$ cat src/rtl/systolic_tile_scheduler.sv
// rtl/systolic_tile_scheduler.sv - tiled matmul job sequencer for the 32x32 systolic array
module systolic_tile_scheduler #(
   parameter int K_W    = 12,
   parameter int TILE_W = 8
) (
   input  logic              clock_sink,
   input  logic              reset_sink_reset_n,
   input  logic [7:0]        csr_address,
   input  logic              csr_write,
   input  logic [31:0]       csr_writedata,
   input  logic              csr_read,
   output logic [31:0]       csr_readdata,
   output logic [31:0]       st_instr_data,
   output logic              st_instr_valid,
   input  logic              st_instr_ready,
   input  logic              mon_out_valid,
   input  logic              mon_out_ready,
   output logic [TILE_W-1:0] tile_m,
   output logic [TILE_W-1:0] tile_n,
   output logic              busy,
   output logic              irq
);

   localparam logic [1:0] S_IDLE  = 2'd0;
   localparam logic [1:0] S_ISSUE = 2'd1;
   localparam logic [1:0] S_DRAIN = 2'd2;

   localparam logic [7:0] A_CTRL   = 8'h00;
   localparam logic [7:0] A_STATUS = 8'h01;
   localparam logic [7:0] A_CFG    = 8'h02;
   localparam logic [7:0] A_PROG   = 8'h03;
   localparam logic [7:0] A_IRQEN  = 8'h04;

   localparam logic [K_W-1:0]    K_ONE = K_W'(1);
   localparam logic [TILE_W-1:0] T_ONE = TILE_W'(1);

   logic [1:0]        state;
   logic [K_W-1:0]    cfg_k;
   logic [K_W-1:0]    beat_cnt;
   logic [TILE_W-1:0] cfg_m;
   logic [TILE_W-1:0] cfg_n;
   logic [15:0]       progress;
   logic              irq_en;
   logic              done_r;
   logic              cfg_err_r;
   logic              aborted_r;
   logic              abort_pending;

   logic       ctrl_wr;
   logic       start_req;
   logic       abort_req;
   logic       cfg_ok;
   logic       start_go;
   logic       start_bad;
   logic       beat;
   logic       tile_end;
   logic       last_tile;
   logic       abort_now;
   logic       job_done;
   logic       job_abort;
   logic [2:0] status_clr;
   logic       unused_wdata;

   // START and ABORT in one write means abort; START alone only acts from IDLE
   assign ctrl_wr    = csr_write && (csr_address == A_CTRL);
   assign abort_req  = ctrl_wr && csr_writedata[1];
   assign start_req  = ctrl_wr && csr_writedata[0] && !csr_writedata[1];
   assign cfg_ok     = (cfg_k != '0) && (cfg_m != '0) && (cfg_n != '0);
   assign start_go   = start_req && (state == S_IDLE) && cfg_ok;
   assign start_bad  = start_req && (state == S_IDLE) && !cfg_ok;

   // Output beats only count while draining a tile
   assign beat       = (state == S_DRAIN) && mon_out_valid && mon_out_ready;
   assign tile_end   = beat && (beat_cnt == cfg_k - K_ONE);
   assign last_tile  = (tile_m == cfg_m - T_ONE) && (tile_n == cfg_n - T_ONE);
   assign abort_now  = abort_pending || abort_req;
   assign job_done   = tile_end && !abort_now && last_tile;
   assign job_abort  = tile_end && abort_now;
   assign status_clr = (csr_write && (csr_address == A_STATUS)) ? csr_writedata[3:1] : 3'b000;
   assign unused_wdata = ^csr_writedata[31:K_W+2*TILE_W];

   assign busy           = (state != S_IDLE);
   assign st_instr_valid = (state == S_ISSUE);
   assign st_instr_data  = st_instr_valid ? 32'({cfg_k, cfg_k}) : 32'd0;
   assign irq            = irq_en && done_r;

   // Job FSM: one instruction per tile, count output beats, walk tiles row-major
   always_ff @(posedge clock_sink or negedge reset_sink_reset_n) begin
      if (!reset_sink_reset_n) begin
         state         <= S_IDLE;
         beat_cnt      <= '0;
         tile_m        <= '0;
         tile_n        <= '0;
         progress      <= '0;
         abort_pending <= 1'b0;
      end else begin
         case (state)
            S_IDLE: begin
               if (start_go) begin
                  state    <= S_ISSUE;
                  tile_m   <= '0;
                  tile_n   <= '0;
                  progress <= '0;
               end
            end
            S_ISSUE: begin
               if (st_instr_ready) begin
                  state    <= S_DRAIN;
                  beat_cnt <= '0;
               end
            end
            S_DRAIN: begin
               if (tile_end) begin
                  progress <= progress + 16'd1;
                  if (abort_now || last_tile) begin
                     state <= S_IDLE;
                  end else begin
                     state <= S_ISSUE;
                     if (tile_n == cfg_n - T_ONE) begin
                        tile_n <= '0;
                        tile_m <= tile_m + T_ONE;
                     end else begin
                        tile_n <= tile_n + T_ONE;
                     end
                  end
               end else if (beat) begin
                  beat_cnt <= beat_cnt + K_ONE;
               end
            end
            default: state <= S_IDLE;
         endcase
         if (busy && abort_req)
            abort_pending <= 1'b1;
         if (tile_end && (abort_now || last_tile))
            abort_pending <= 1'b0;
      end
   end

   // Sticky status bits: a hardware set beats a same-cycle software clear
   always_ff @(posedge clock_sink or negedge reset_sink_reset_n) begin
      if (!reset_sink_reset_n) begin
         done_r    <= 1'b0;
         cfg_err_r <= 1'b0;
         aborted_r <= 1'b0;
      end else begin
         done_r    <= job_done  || (done_r    && !status_clr[0] && !start_go);
         cfg_err_r <= start_bad || (cfg_err_r && !status_clr[1] && !start_go);
         aborted_r <= job_abort || (aborted_r && !status_clr[2] && !start_go);
      end
   end

   // Job configuration is frozen while a job runs
   always_ff @(posedge clock_sink or negedge reset_sink_reset_n) begin
      if (!reset_sink_reset_n) begin
         cfg_k  <= '0;
         cfg_m  <= '0;
         cfg_n  <= '0;
         irq_en <= 1'b0;
      end else begin
         if (csr_write && (csr_address == A_CFG) && !busy) begin
            cfg_k <= csr_writedata[K_W-1:0];
            cfg_m <= csr_writedata[K_W +: TILE_W];
            cfg_n <= csr_writedata[K_W+TILE_W +: TILE_W];
         end
         if (csr_write && (csr_address == A_IRQEN))
            irq_en <= csr_writedata[0];
      end
   end

   // Registered read mux, one cycle of latency
   always_ff @(posedge clock_sink or negedge reset_sink_reset_n) begin
      if (!reset_sink_reset_n) begin
         csr_readdata <= '0;
      end else if (csr_read) begin
         case (csr_address)
            A_STATUS: csr_readdata <= {28'd0, aborted_r, cfg_err_r, done_r, busy};
            A_CFG:    csr_readdata <= 32'({cfg_n, cfg_m, cfg_k});
            A_PROG:   csr_readdata <= {16'd0, progress};
            A_IRQEN:  csr_readdata <= {31'd0, irq_en};
            default:  csr_readdata <= '0;
         endcase
      end else begin
         csr_readdata <= '0;
      end
   end

endmodule

$ cat config.mk
export PLATFORM = sky130hd
export DESIGN_NAME = systolic_tile_scheduler
export DESIGN_NICKNAME = d
export VERILOG_FILES = /design/src/rtl/systolic_tile_scheduler.sv
export SDC_FILE = /design/constraint.sdc
export NUM_CORES = 1
export LEC_CHECK = 0
export CELL_PAD_IN_SITES_DETAIL_PLACEMENT = 2
export CELL_PAD_IN_SITES_GLOBAL_PLACEMENT = 2
export CORE_MARGIN = 5
export CORE_UTILIZATION = 34
export DETAILED_ROUTE_END_ITERATION = 12
export GPL_TIMING_DRIVEN = 0
export PLACE_DENSITY = 0.9
export SYNTH_ARGS = -nofsm -noshare
export SYNTH_HDL_FRONTEND = slang
export SYNTH_SLANG_ARGS = --single-unit
$ cat constraint.sdc
create_clock -name clock_sink -period 7.3 [get_ports clock_sink]
set_input_delay 1.46 -clock clock_sink [delete_from_list [all_inputs] [get_ports clock_sink]]
set_output_delay 1.46 -clock clock_sink [all_outputs]
set_load 0.005 [all_outputs]
After elaboration in Yosys (flattened, before gate mapping)

Cells that the tools add are included.
Widths: inputs -> output; s select.

Register bits after elaboration: 111
Input bits: 47
Output and inout bits: 83
Logic and storage cells: 120

$add $sub $neg: 7
Eq/ne operators: 16
Mux-type cells: 27
Reduce and logical (&&, ||, !) cells: 56

Operator list:

| kind                  | number |
|---|---|
| $pmux 28 s4           | 1 |
| $mux 8                | 7 |
| $mux 12               | 3 |
| $mux 16               | 2 |
| $mux 32               | 1 |
| $pmux 16 s2           | 1 |
| $pmux 8 s2            | 2 |
| $logic_and 1x1->1     | 29 |
| $mux 24               | 1 |
| $pmux 12 s2           | 1 |
| $add 16x1->16 const B | 1 |
| $add 8x1->8 const B   | 2 |
| $eq 8x2->1 const B    | 2 |
| $eq 8x8->1            | 2 |
| $reduce_bool 8->1     | 2 |
| $sub 8x1->8 const B   | 2 |
| $add 12x1->12 const B | 1 |
| $eq 12x12->1          | 1 |
| $reduce_bool 12->1    | 1 |
| $sub 12x1->12 const B | 1 |
| $ne 2x2->1 const B    | 5 |
| $eq 8x1->1 const B    | 1 |
| $eq 8x3->1 const B    | 1 |
| $logic_not 1->1       | 8 |
| other kinds (14)      | 28 |

Logic depth before layout (Yosys ltp)

Gate-level depths: netlist of the first run.

Word-level depth: 9
Depth in mapped cells: 12
Gate-level depth less buffers: 10

Least setup slack after synthesis of the first run

Ideal clock, no wire load.

Path kind: input-to-reg
Start: input mon_out_ready
End: register tile_m[5]
Data arrival time: 3570 ps
Data required time: 7223 ps
Path slack: 3653 ps
Stages: 8
Path buffers: 0
Cell sequence: nand4b_1 a2111oi_2 nand4b_1 or3_1 or4_4 a2111o_1 or3_1 a21oi_1

Cells in the longest elaborated chain, start to end: 4

RTL lines:

| what                              | line | text |
|---|---|---|
| from (decl)                       | 17   | `input logic mon_out_ready,` |
| $logic_and 1x1->1                 | 73   | `assign beat = (state == S_DRAIN) && mon_out_valid && mon_out_ready;` |
| $logic_and 1x1->1                 | 74   | `assign tile_end = beat && (beat_cnt == cfg_k - K_ONE);` |
| $ne 2x2->1 (no source line)       | n/a  |  |
| $reduce_and 5->1 (no source line) | n/a  |  |
| to (signal assigned)              | 121  | `tile_m <= tile_m + T_ONE;` |
| to (decl)                         | 18   | `output logic [TILE_W-1:0] tile_m,` |

No other way between the ends.
A chain may end at the register's enable or synchronous reset.

Worst setup path after layout of the first run

Start: input mon_out_valid
End: register tile_n[7]

Cells in the longest elaborated chain, start to end: 5

RTL lines:

| what                              | line | text |
|---|---|---|
| from (decl)                       | 16   | `input logic mon_out_valid,` |
| $logic_and 1x1->1 (2 in series)   | 73   |  |
| $logic_and 1x1->1                 | 74   |  |
| $ne 2x2->1 (no source line)       | n/a  |  |
| $reduce_and 4->1 (no source line) | n/a  |  |
| to (signal assigned)              | 123  | `tile_n <= tile_n + T_ONE;` |
| to (decl)                         | 19   | `output logic [TILE_W-1:0] tile_n,` |

No other way between the ends.

==> results.py, run 1 <==
metrics = {
    "outcome": {
        "status": "complete, no violations",
    },
    "worst_setup_path": {
        "worstPathRequired_ns": 7.60,
        "cpPeakStageDelay_ns": 1.09,
        "crit_top_cell": "nand4b_1",
        "cp_slowest_cell": "nor4_1",
        "rr_worst_depth": 11,
        "critPathLaunch": "mon_out_valid",
        "r2r_start": "cfg_k[0]",
        "startpoint_type": "input pin",
        "cp.depth": 9,
        "arrival_ns": 5.30,
        "crit_fanout": 5,
        "path_buf_inv": 1,
        "path_class": "input pin to register",
        "end_kind": "register",
        "crit_family": "simple AND/OR/NAND/NOR gates",
        "path_cells": "clkdlybuf4s50_1, nand4b_1, a2111oi_2, nand4b_1, or3_1, nor4_1, a21oi_1, or4_1, nand3_1",
    },
    "sta": {
        "grt_setup_unrepaired": "no",
        "skew_ns": 0.0125,
        "hold_viol_final": 0,
        "min_period_ns": 4.99,
        "post-route-period-util_pct": 68.4,
        "max_freq_mhz": 200,
        "setup_tns_ns": 0,
        "maxSlewViolCount": 0,
        "whs_ns": 0.557,
        "finalWorstSetupSlack_ns": 2.31,
        "worstMarginPinSlew_ns": 1.43,
        "setup-violations-final": 0,
        "relSlewSlack_pct": 3.71,
    },
    "yosys": {
        "syn_area_um2": 6070,
        "ys_warn_count": 0,
        "synth_ff_type": "dfrtp_1",
        "netlist_top_cells_count": "dfrtp_1, nor2_1, nand2_1",
        "synth_most_common_cell": "dfrtp_1",
        "yosys-top-cells-area": "dfrtp_1, mux2_2, nor2_1",
        "syn_area_per_cell_um2": 9.60,
        "ys_ff_latch": 107,
        "syn_inst": 632,
        "synth-edff-count": 0,
        "synth_largest_area_cell": "dfrtp_1",
        "async_reset_ff_share_pct": 100,
        "synth-seq-area-share_pct": 44.1,
        "synth_top_cell_area_share_pct": 44.1,
        "ys_types": 62,
    },
    "clock_network": {
        "cts-root-buf": "clkbuf_16",
        "clock_path_buffers": 2,
        "cts_made_buffers": 9,
        "holdBufCountCts": 0,
        "cts_setup_buffers": 0,
        "htree_num_levels": 3,
        "cts_resized": 0,
        "worst_skew_pair.late_latency_ns": 0.37,
        "cts_tree": "yes",
        "clkSinkCount": 107,
        "path_clk_slew_ns": 0.08,
    },
    "routing": {
        "drt_iter0_drc": 317,
        "num_vias": 5658,
        "avgViaCountPerCell": 5.67,
        "wl_per_cell_um": 24.8,
        "drc": 0,
        "first_pass_iters": 5,
        "antenna_left": 0,
        "wl_um": 24800,
    },
    "final_layout": {
        "drive_above_1_share_pct": 11.7,
        "fillers": 1875,
        "fin_nets": 823,
        "fin_util_pct": 45.3,
        "areaGrowthSynthToFinish_pct": 29.8,
    },
    "pwr": {
        "p_sw_uw": 360,
        "p_int_uw": 1010,
        "vdd_drop_max_mv": 0.115,
        "clockPowerShare_pct": 42.5,
        "p_leak_uw": 0.00351,
        "swShare_pct": 26.2,
        "power_density_nw_per_um2": 174,
        "p_seq_share_pct": 46.0,
        "combPwrFrac_pct": 11.5,
    },
    "hold_path": {
        "min_from": "aborted_r",
        "hold_class": "register to register",
        "worstHoldPathCells": 2,
    },
    "placement": {
        "routabilityCongestion": 0.825,
        "hpwl_um": 17300,
        "io_buffers": 112,
        "post-place-ws_ns": 2.33,
    },
    "global_routing": {
        "grt.overflow.total": 0,
        "grt_pass1_wl_um": 38700,
        "grt.total_usage_pct": 24.5,
        "grt_pass1_vias": 6470,
        "antenna_found_initial": 1,
        "grt_max_degree": 64,
    },
    "floorplanning": {
        "die_area_um2": 20600,
        "die_height_um": 144,
        "design.core.area_um2": 17400,
        "fp.dieW_um": 144,
        "start_util_pct": 34.8,
        "rows": 48,
        "io_pins": 130,
    },
    "flow_run": {
        "maxCapViolCount": 0,
    },
}
-- through the flow --
step | total power, µW | std cells | cell area [µm²]
detailed placement | 794 | 981 | 7540
global route | 1420 | 998 | 7880
CTS | 1380 | 997 | 7880
finish | 1370 | 998 | 7880
floorplan | 722 | 643 | 6110
global placement | 779 | 980 | 7510
-- area by class of cell --
class,instances,area [µm²],share of cell area [%]
inverters,16,60.1,0.762
flip-flops and latches,107,2680,34.0
repair buffers,113,1150,14.5
diodes,1,2.50,0.0318
clock inverters,6,111,1.41
multi-input cells,465,3050,38.7
clock buffers,10,229,2.91
plain buffers,55,325,4.13
well taps,225,282,3.57
-- layout by cell type, fill, tap and decap left out, types with 12 or more instances in the layout --
master	instances
a21oi_1	25
buf_4	25
dfrtp_1	107
nand3_1	23
nand4_1	14
nor2_1	61
mux2i_1	12
conb_1	12
mux2_2	32
nand2_1	37
o21ai_0	31
inv_1	16
and2_1	18
xnor2_1	22
clkdlybuf4s50_1	111
nor3_1	14
xor2_1	23
clkbuf_1	21
or3_1	15
and3_1	27
-- path summary, 6_finish.rpt --
path / endpoint / slack, ns
hold / removal: aborted_r / 0.56
hold reg to reg: aborted_r / 0.56
max in group asynchronous: cfg_m[3] / 5.45
setup / recovery: tile_n[7] / 2.31
setup reg to reg: tile_n[7] / 2.77
min in group asynchronous: cfg_k[10] / 1.10
-- worst min-delay path: cells and delay by family (launching register included) --
kind / cells / cell delay, ns
compound gates: 1 / 0.09
simple gates: 1 / 0.07
flops: 1 / 0.35
-- kinds of logic (layout without fill, tap and decap cells) --
kind of cell,after synthesis,count (layout),synth area share [%]
other cells,1,13,0.0618
compound gates,96,96,9.98
simple gates,258,258,23.1
buf+inv,71,200,6.35
flops,107,107,44.1
xor+xnor,45,45,6.49
fa+ha+maj,10,10,2.02
mux,44,44,7.92
-- state kept, by name (all words and copies together), names as in the netlist --
| register | flops |
|---|---|
| csr_readdata | 28 |
| progress | 16 |
| beat_cnt | 12 |
| cfg_k | 12 |
| cfg_m | 8 |
| cfg_n | 8 |
| tile_m | 8 |
| tile_n | 8 |
| state | 2 |
| abort_pending | 1 |
| aborted_r | 1 |
| cfg_err_r | 1 |
| done_r | 1 |
| irq_en | 1 |
-- metal layers --
metal  vias up  share of wire, %  GRT usage (%)
met1      2938                40           29.2
met5         -                 0              0
met3        62               4.0           3.73
met4         0               4.1           11.6
li1       2463                 -              -
met2       195                52           43.2
-- power groups by stage --
stage	combinational [µW]	clock, µW	sequential (µW)
floorplan	86.8	0	635
global placement	139	0	641
detailed placement	151	0	643
CTS	158	590	631
global route	172	614	635
finish	159	584	632
Note: power is estimated with default switching activity, not from simulation.
==> run 2, diff against run 1 <==
--- a/config.mk
+++ b/config.mk
@@ -8,10 +8,10 @@
 export CELL_PAD_IN_SITES_DETAIL_PLACEMENT = 2
 export CELL_PAD_IN_SITES_GLOBAL_PLACEMENT = 2
 export CORE_MARGIN = 5
-export CORE_UTILIZATION = 34
+export CORE_UTILIZATION = 32
 export DETAILED_ROUTE_END_ITERATION = 12
 export GPL_TIMING_DRIVEN = 0
-export PLACE_DENSITY = 0.9
+export PLACE_DENSITY = 0.86
 export SYNTH_ARGS = -nofsm -noshare
 export SYNTH_HDL_FRONTEND = slang
 export SYNTH_SLANG_ARGS = --single-unit
==> constraint.sdc (replaced) <==
create_clock -name clock_sink -period 5.1 [get_ports clock_sink]
set_input_delay 1.02 -clock clock_sink [delete_from_list [all_inputs] [get_ports clock_sink]]
set_output_delay 1.02 -clock clock_sink [all_outputs]
set_load 0.005 [all_outputs]
==> results.py, run 2 (synthesized netlist as in run 1, its figures left out) <==
metrics = {
    "outcome": {
        "status": "complete, no violations",
    },
    "final_layout": {
        "final_common_cell": "clkdlybuf4s50_1",
        "stdcell_count": 1006,
        "drive_above_1_share_pct": 11.8,
        "layout_common_cells": "clkdlybuf4s50_1, dfrtp_1, nor2_1",
        "largest_reg_flops": 28,
        "reg_top3": "csr_readdata x28, progress x16",
        "n_antenna_cell": 0,
        "fin_nets": 823,
        "fin_util_pct": 42.2,
        "regMostFlops": "csr_readdata",
        "areaGrowthSynthToFinish_pct": 30.2,
    },
    "placement": {
        "io_buffers": 112,
        "numPlacedInstances": 990,
        "routabilityCongestion": 0.837,
        "hpwl_um": 16500,
    },
    "routing": {
        "drt_iter0_drc": 265,
        "drc": 0,
        "wl_per_cell_um": 22.8,
        "wl_um": 23000,
        "avgViaCountPerCell": 5.38,
        "num_vias": 5412,
        "antenna_left": 0,
        "first_pass_iters": 4,
    },
    "pwr": {
        "power_density_nw_per_um2": 250,
        "report.power.total_uw": 1970,
        "p_leak_uw": 0.00352,
        "vdd_drop_max_mv": 0.175,
    },
    "floorplanning": {
        "die_area_um2": 21800,
        "rows": 50,
        "fp.dieW_um": 148,
        "io_pins": 130,
        "die_height_um": 148,
        "start_util_pct": 32.4,
        "design.core.area_um2": 18700,
    },
    "clock_network": {
        "cts_setup_buffers": 0,
        "holdBufCountCts": 0,
        "htree_num_levels": 3,
        "clkSinkCount": 107,
        "path_clk_slew_ns": 0.07,
        "cts-root-buf": "clkbuf_16",
        "cts_tree": "yes",
        "cts_resized": 0,
        "cts_made_buffers": 9,
        "clock_path_buffers": 2,
        "worst_skew_pair.late_latency_ns": 0.36,
    },
    "global_routing": {
        "grt.total_usage_pct": 21.4,
        "grt_max_degree": 65,
        "grt_pass1_wl_um": 36700,
        "grt_util_met2_pct": 38.7,
        "grt.busiest_layer": "met2",
        "grt.overflow.total": 0,
        "use_met1_pct": 26.2,
        "grt_use_met3_pct": 2.42,
        "grt_pass1_vias": 6273,
        "antenna_found_initial": 0,
    },
    "worst_setup_path": {
        "path_class": "input pin to register",
        "end_kind": "register",
        "crit_fanout": 10,
        "worstPathRequired_ns": 5.34,
        "arrival_ns": 4.57,
        "startpoint_type": "input pin",
        "rr_worst_depth": 12,
        "cpPeakStageDelay_ns": 0.77,
        "cp_slowest_cell": "nor4_2",
        "path_cells": "clkdlybuf4s50_1, nand4b_1, a2111oi_2, nand4b_1, or3_1, nor4_2, a21boi_0, clkbuf_1, o21ai_0, o21ai_0",
    },
    "flow_run": {
        "maxCapViolCount": 0,
    },
    "sta": {
        "skew_ns": 0.00778,
        "maxSlewViolCount": 0,
        "grt_setup_unrepaired": "no",
        "worstMarginPinSlew_ns": 1.04,
        "relSlewSlack_pct": 30.0,
        "post-route-period-util_pct": 84.9,
        "min_period_ns": 4.33,
        "hold_viol_final": 0,
        "setup_tns_ns": 0,
        "setup-violations-final": 0,
        "max_freq_mhz": 231,
    },
    "hold_path": {
        "worstHoldPathCells": 2,
        "hold_class": "register to register",
    },
}
-- run 2: area by class of cell --
cell class / instances / area (µm²)
multi-input combinational: 465 / 3050
inverter: 16 / 60.1
tap: 234 / 293
buffer: 55 / 325
clock inverter: 6 / 111
fill: 2009 / 10800
sequential: 107 / 2680
clock buffer: 10 / 239
timing repair buffer: 113 / 1150
-- run 2: final timing paths --
check,slack [ns],endpoint,startpoint
hold reg to reg,0.53,cfg_err_r,cfg_err_r
hold / removal,0.53,cfg_err_r,cfg_err_r
min in group asynchronous,0.69,beat_cnt[2],reset_sink_reset_n
max in group asynchronous,3.66,csr_readdata[16],reset_sink_reset_n
setup / recovery,0.77,tile_n[5],mon_out_ready
setup reg to reg,0.82,tile_n[5],cfg_k[0]
-- run 2: power by group --
group          leakage [µW]  switching (µW)  internal, µW
Combinational       0.00188             123           101
Clock              0.000169             347           495
Sequential          0.00147            38.4           868
Total               0.00352             508          1460
-- run 2: metrics by stage --
step	instance area, µm²	setup slack [ns]	hold WS, ns
after detailed placement	7550	0.659	0.510
after floorplan	6110	1.89	0.464
after global routing	7900	0.641	0.578
after global placement	7520	-1.12	0.498
final	7900	0.769	0.525
after CTS	7900	0.851	0.528
-- run 2: critical path: cells and delay by family --
| kind | cells | cell delay, ns |
|---|---|---|
| buffers and inverters | 2 | 0.88 |
| and+or+nand+nor | 4 | 1.47 |
| AOI/OAI and AO/OA | 4 | 1.18 |
-- run 2: metal layers --
metal	wire length, µm	up-vias
met3	667	36
met4	588	0
met2	12100	120
met1	9590	2797
li1	-	2459
met5	0	-
==> run 3, diff against run 2 <==
==> constraint.sdc (replaced) <==
create_clock -name clock_sink -period 4.06 [get_ports clock_sink]
set_input_delay 0.812 -clock clock_sink [delete_from_list [all_inputs] [get_ports clock_sink]]
set_output_delay 0.812 -clock clock_sink [all_outputs]
set_load 0.005 [all_outputs]
==> results.py, run 3 (synthesized netlist as in run 1, its figures left out) <==
metrics = {
    "final_layout": {
        "areaGrowthSynthToFinish_pct": 30.8,
        "regMostFlops": "csr_readdata",
        "stdcell_count": 1007,
        "fillers": 1999,
        "largest_reg_flops": 28,
        "final_common_cell": "clkdlybuf4s50_1",
        "layout_common_cells": "clkdlybuf4s50_1, dfrtp_1, nor2_1",
        "reg_top3": "csr_readdata x28, progress x16",
        "n_antenna_cell": 0,
        "drive_above_1_share_pct": 12.4,
        "fin_nets": 824,
    },
    "global_routing": {
        "grt.busiest_layer": "met2",
        "grt_pass1_wl_um": 36700,
        "grt_use_met3_pct": 2.42,
        "grt_max_degree": 65,
        "use_met1_pct": 26.3,
        "grt.total_usage_pct": 21.4,
        "grt.overflow.total": 0,
        "antenna_found_initial": 0,
        "grt_pass1_vias": 6266,
        "grt_util_met2_pct": 38.8,
    },
    "routing": {
        "first_pass_iters": 4,
        "num_vias": 5489,
        "wl_per_cell_um": 23.4,
        "wl_um": 23500,
        "drt_iter0_drc": 262,
        "drc": 0,
        "antenna_left": 0,
        "avgViaCountPerCell": 5.45,
    },
    "pwr": {
        "p_sw_uw": 646,
        "p_int_uw": 1840,
        "p_leak_uw": 0.00354,
        "combPwrFrac_pct": 11.6,
        "swShare_pct": 26.0,
        "vdd_drop_max_mv": 0.231,
        "p_seq_share_pct": 45.8,
        "power_density_nw_per_um2": 313,
        "clockPowerShare_pct": 42.6,
    },
    "outcome": {
        "status": "complete, no violations",
    },
    "worst_setup_path": {
        "worstPathRequired_ns": 4.30,
        "end_kind": "register",
        "worstSetupEndpoint": "tile_n[5]",
        "path_class": "register to register",
        "rr_endpoint": "tile_n[5]",
        "crit_fanout": 10,
        "critPathLaunch": "cfg_m[0]",
        "rr_worst_depth": 11,
        "r2r_start": "cfg_m[0]",
        "arrival_ns": 4.20,
        "startpoint_type": "register",
        "reg2reg_slack_ns": 0.10,
    },
    "sta": {
        "skew_ns": 0.00772,
        "maxSlewViolCount": 0,
        "whs_ns": 0.472,
        "worstMarginPinSlew_ns": 1.07,
        "hold_viol_final": 0,
        "relSlewSlack_pct": 26.8,
        "setup-violations-final": 0,
        "post-route-period-util_pct": 97.5,
        "min_period_ns": 3.96,
        "max_freq_mhz": 253,
        "setup_tns_ns": 0,
    },
    "hold_path": {
        "hold_class": "input pin to async pin",
    },
    "floorplanning": {
        "rows": 50,
        "io_pins": 130,
        "design.core.area_um2": 18700,
        "die_area_um2": 21800,
        "die_height_um": 148,
        "fp.dieW_um": 148,
        "start_util_pct": 32.4,
    },
    "clock_network": {
        "cts-root-buf": "clkbuf_16",
        "path_clk_slew_ns": 0.08,
        "worst_skew_pair.late_latency_ns": 0.36,
        "htree_num_levels": 3,
        "clkSinkCount": 107,
        "clock_path_buffers": 2,
        "cts_tree": "yes",
        "cts_made_buffers": 9,
    },
    "placement": {
        "numPlacedInstances": 990,
        "routabilityCongestion": 0.837,
        "hpwl_um": 16500,
        "io_buffers": 112,
    },
    "flow_run": {
        "maxCapViolCount": 0,
    },
}
run 3: changes by cell type in the layout (fill, tap and decap cells not counted), sizes merged:
cell / delta
buf: +1
run 3: worst min path at each step:
| stage | startpoint | end | slack, ns | cells past startpoint |
|---|---|---|---|---|
| floorplan | aborted_r | aborted_r | 0.46 | 2 |
| global placement | aborted_r | aborted_r | 0.50 | 2 |
| detailed placement | cfg_err_r | cfg_err_r | 0.51 | 2 |
| CTS | reset_sink_reset_n | beat_cnt[2] | 0.50 | 1 |
| global route | reset_sink_reset_n | beat_cnt[2] | 0.52 | 1 |
| finish | reset_sink_reset_n | beat_cnt[2] | 0.47 | 1 |
run 3: layout make-up:
class / count / area (µm²) / share of cell area (%)
buffer: 55 / 325 / 4.10
clock buffer: 10 / 239 / 3.01
clock inverter: 6 / 111 / 1.40
inverter: 16 / 60.1 / 0.756
multi-input combinational: 465 / 3080 / 38.8
sequential: 107 / 2680 / 33.7
tap: 234 / 293 / 3.69
timing repair buffer: 114 / 1150 / 14.5
run 3: through the flow:
| step | area (µm²) | setup slack (ns) | total power (µW) | utilization [%] |
|---|---|---|---|---|
| final | 7940 | 0.101 | 2490 | 42.4 |
| after CTS | 7910 | 0.0715 | 2500 | 42.3 |
| after floorplan | 6110 | 0.959 | 1300 | - |
| after global placement | 7520 | -1.95 | 1400 | 40.2 |
| after detailed placement | 7550 | -0.173 | 1430 | 40.4 |
| after global routing | 7940 | -0.0514 | 2580 | 42.4 |
run 3: layer usage:
| layer | vias to the layer above | wire (µm) |
|---|---|---|
| li1 | 2469 | - |
| met1 | 2845 | 9760 |
| met2 | 132 | 12400 |
| met3 | 43 | 697 |
| met4 | 0 | 719 |
| met5 | - | 0 |
run 3: timing repair:
action,4_1_cts,5_1_grt
pin swaps,0,1
cloned,0,0
hold buffers,0,0
setup buffers,0,1
setup endpoints to repair,6,11
resized for setup,1,4
run 3: power by group through the flow:
| stage | registers, µW | clock network, µW | logic [µW] |
|---|---|---|---|
| floorplan | 1140 | 0 | 156 |
| global placement | 1150 | 0 | 248 |
| detailed placement | 1160 | 0 | 274 |
| CTS | 1140 | 1070 | 285 |
| global route | 1140 | 1120 | 315 |
| finish | 1140 | 1060 | 289 |
run 3: critical path, cell delays in order, from the launching register on:
cell and delay (ns):
dfrtp_1 0.46, inv_1 0.13, ha_1 0.20, nor3b_2 0.41
nand2_1 0.16, a2111oi_0 0.97, nor4_2 0.21, a21boi_0 0.33
a21boi_0 0.26, clkbuf_1 0.31, o21ai_0 0.26, o21ai_0 0.12
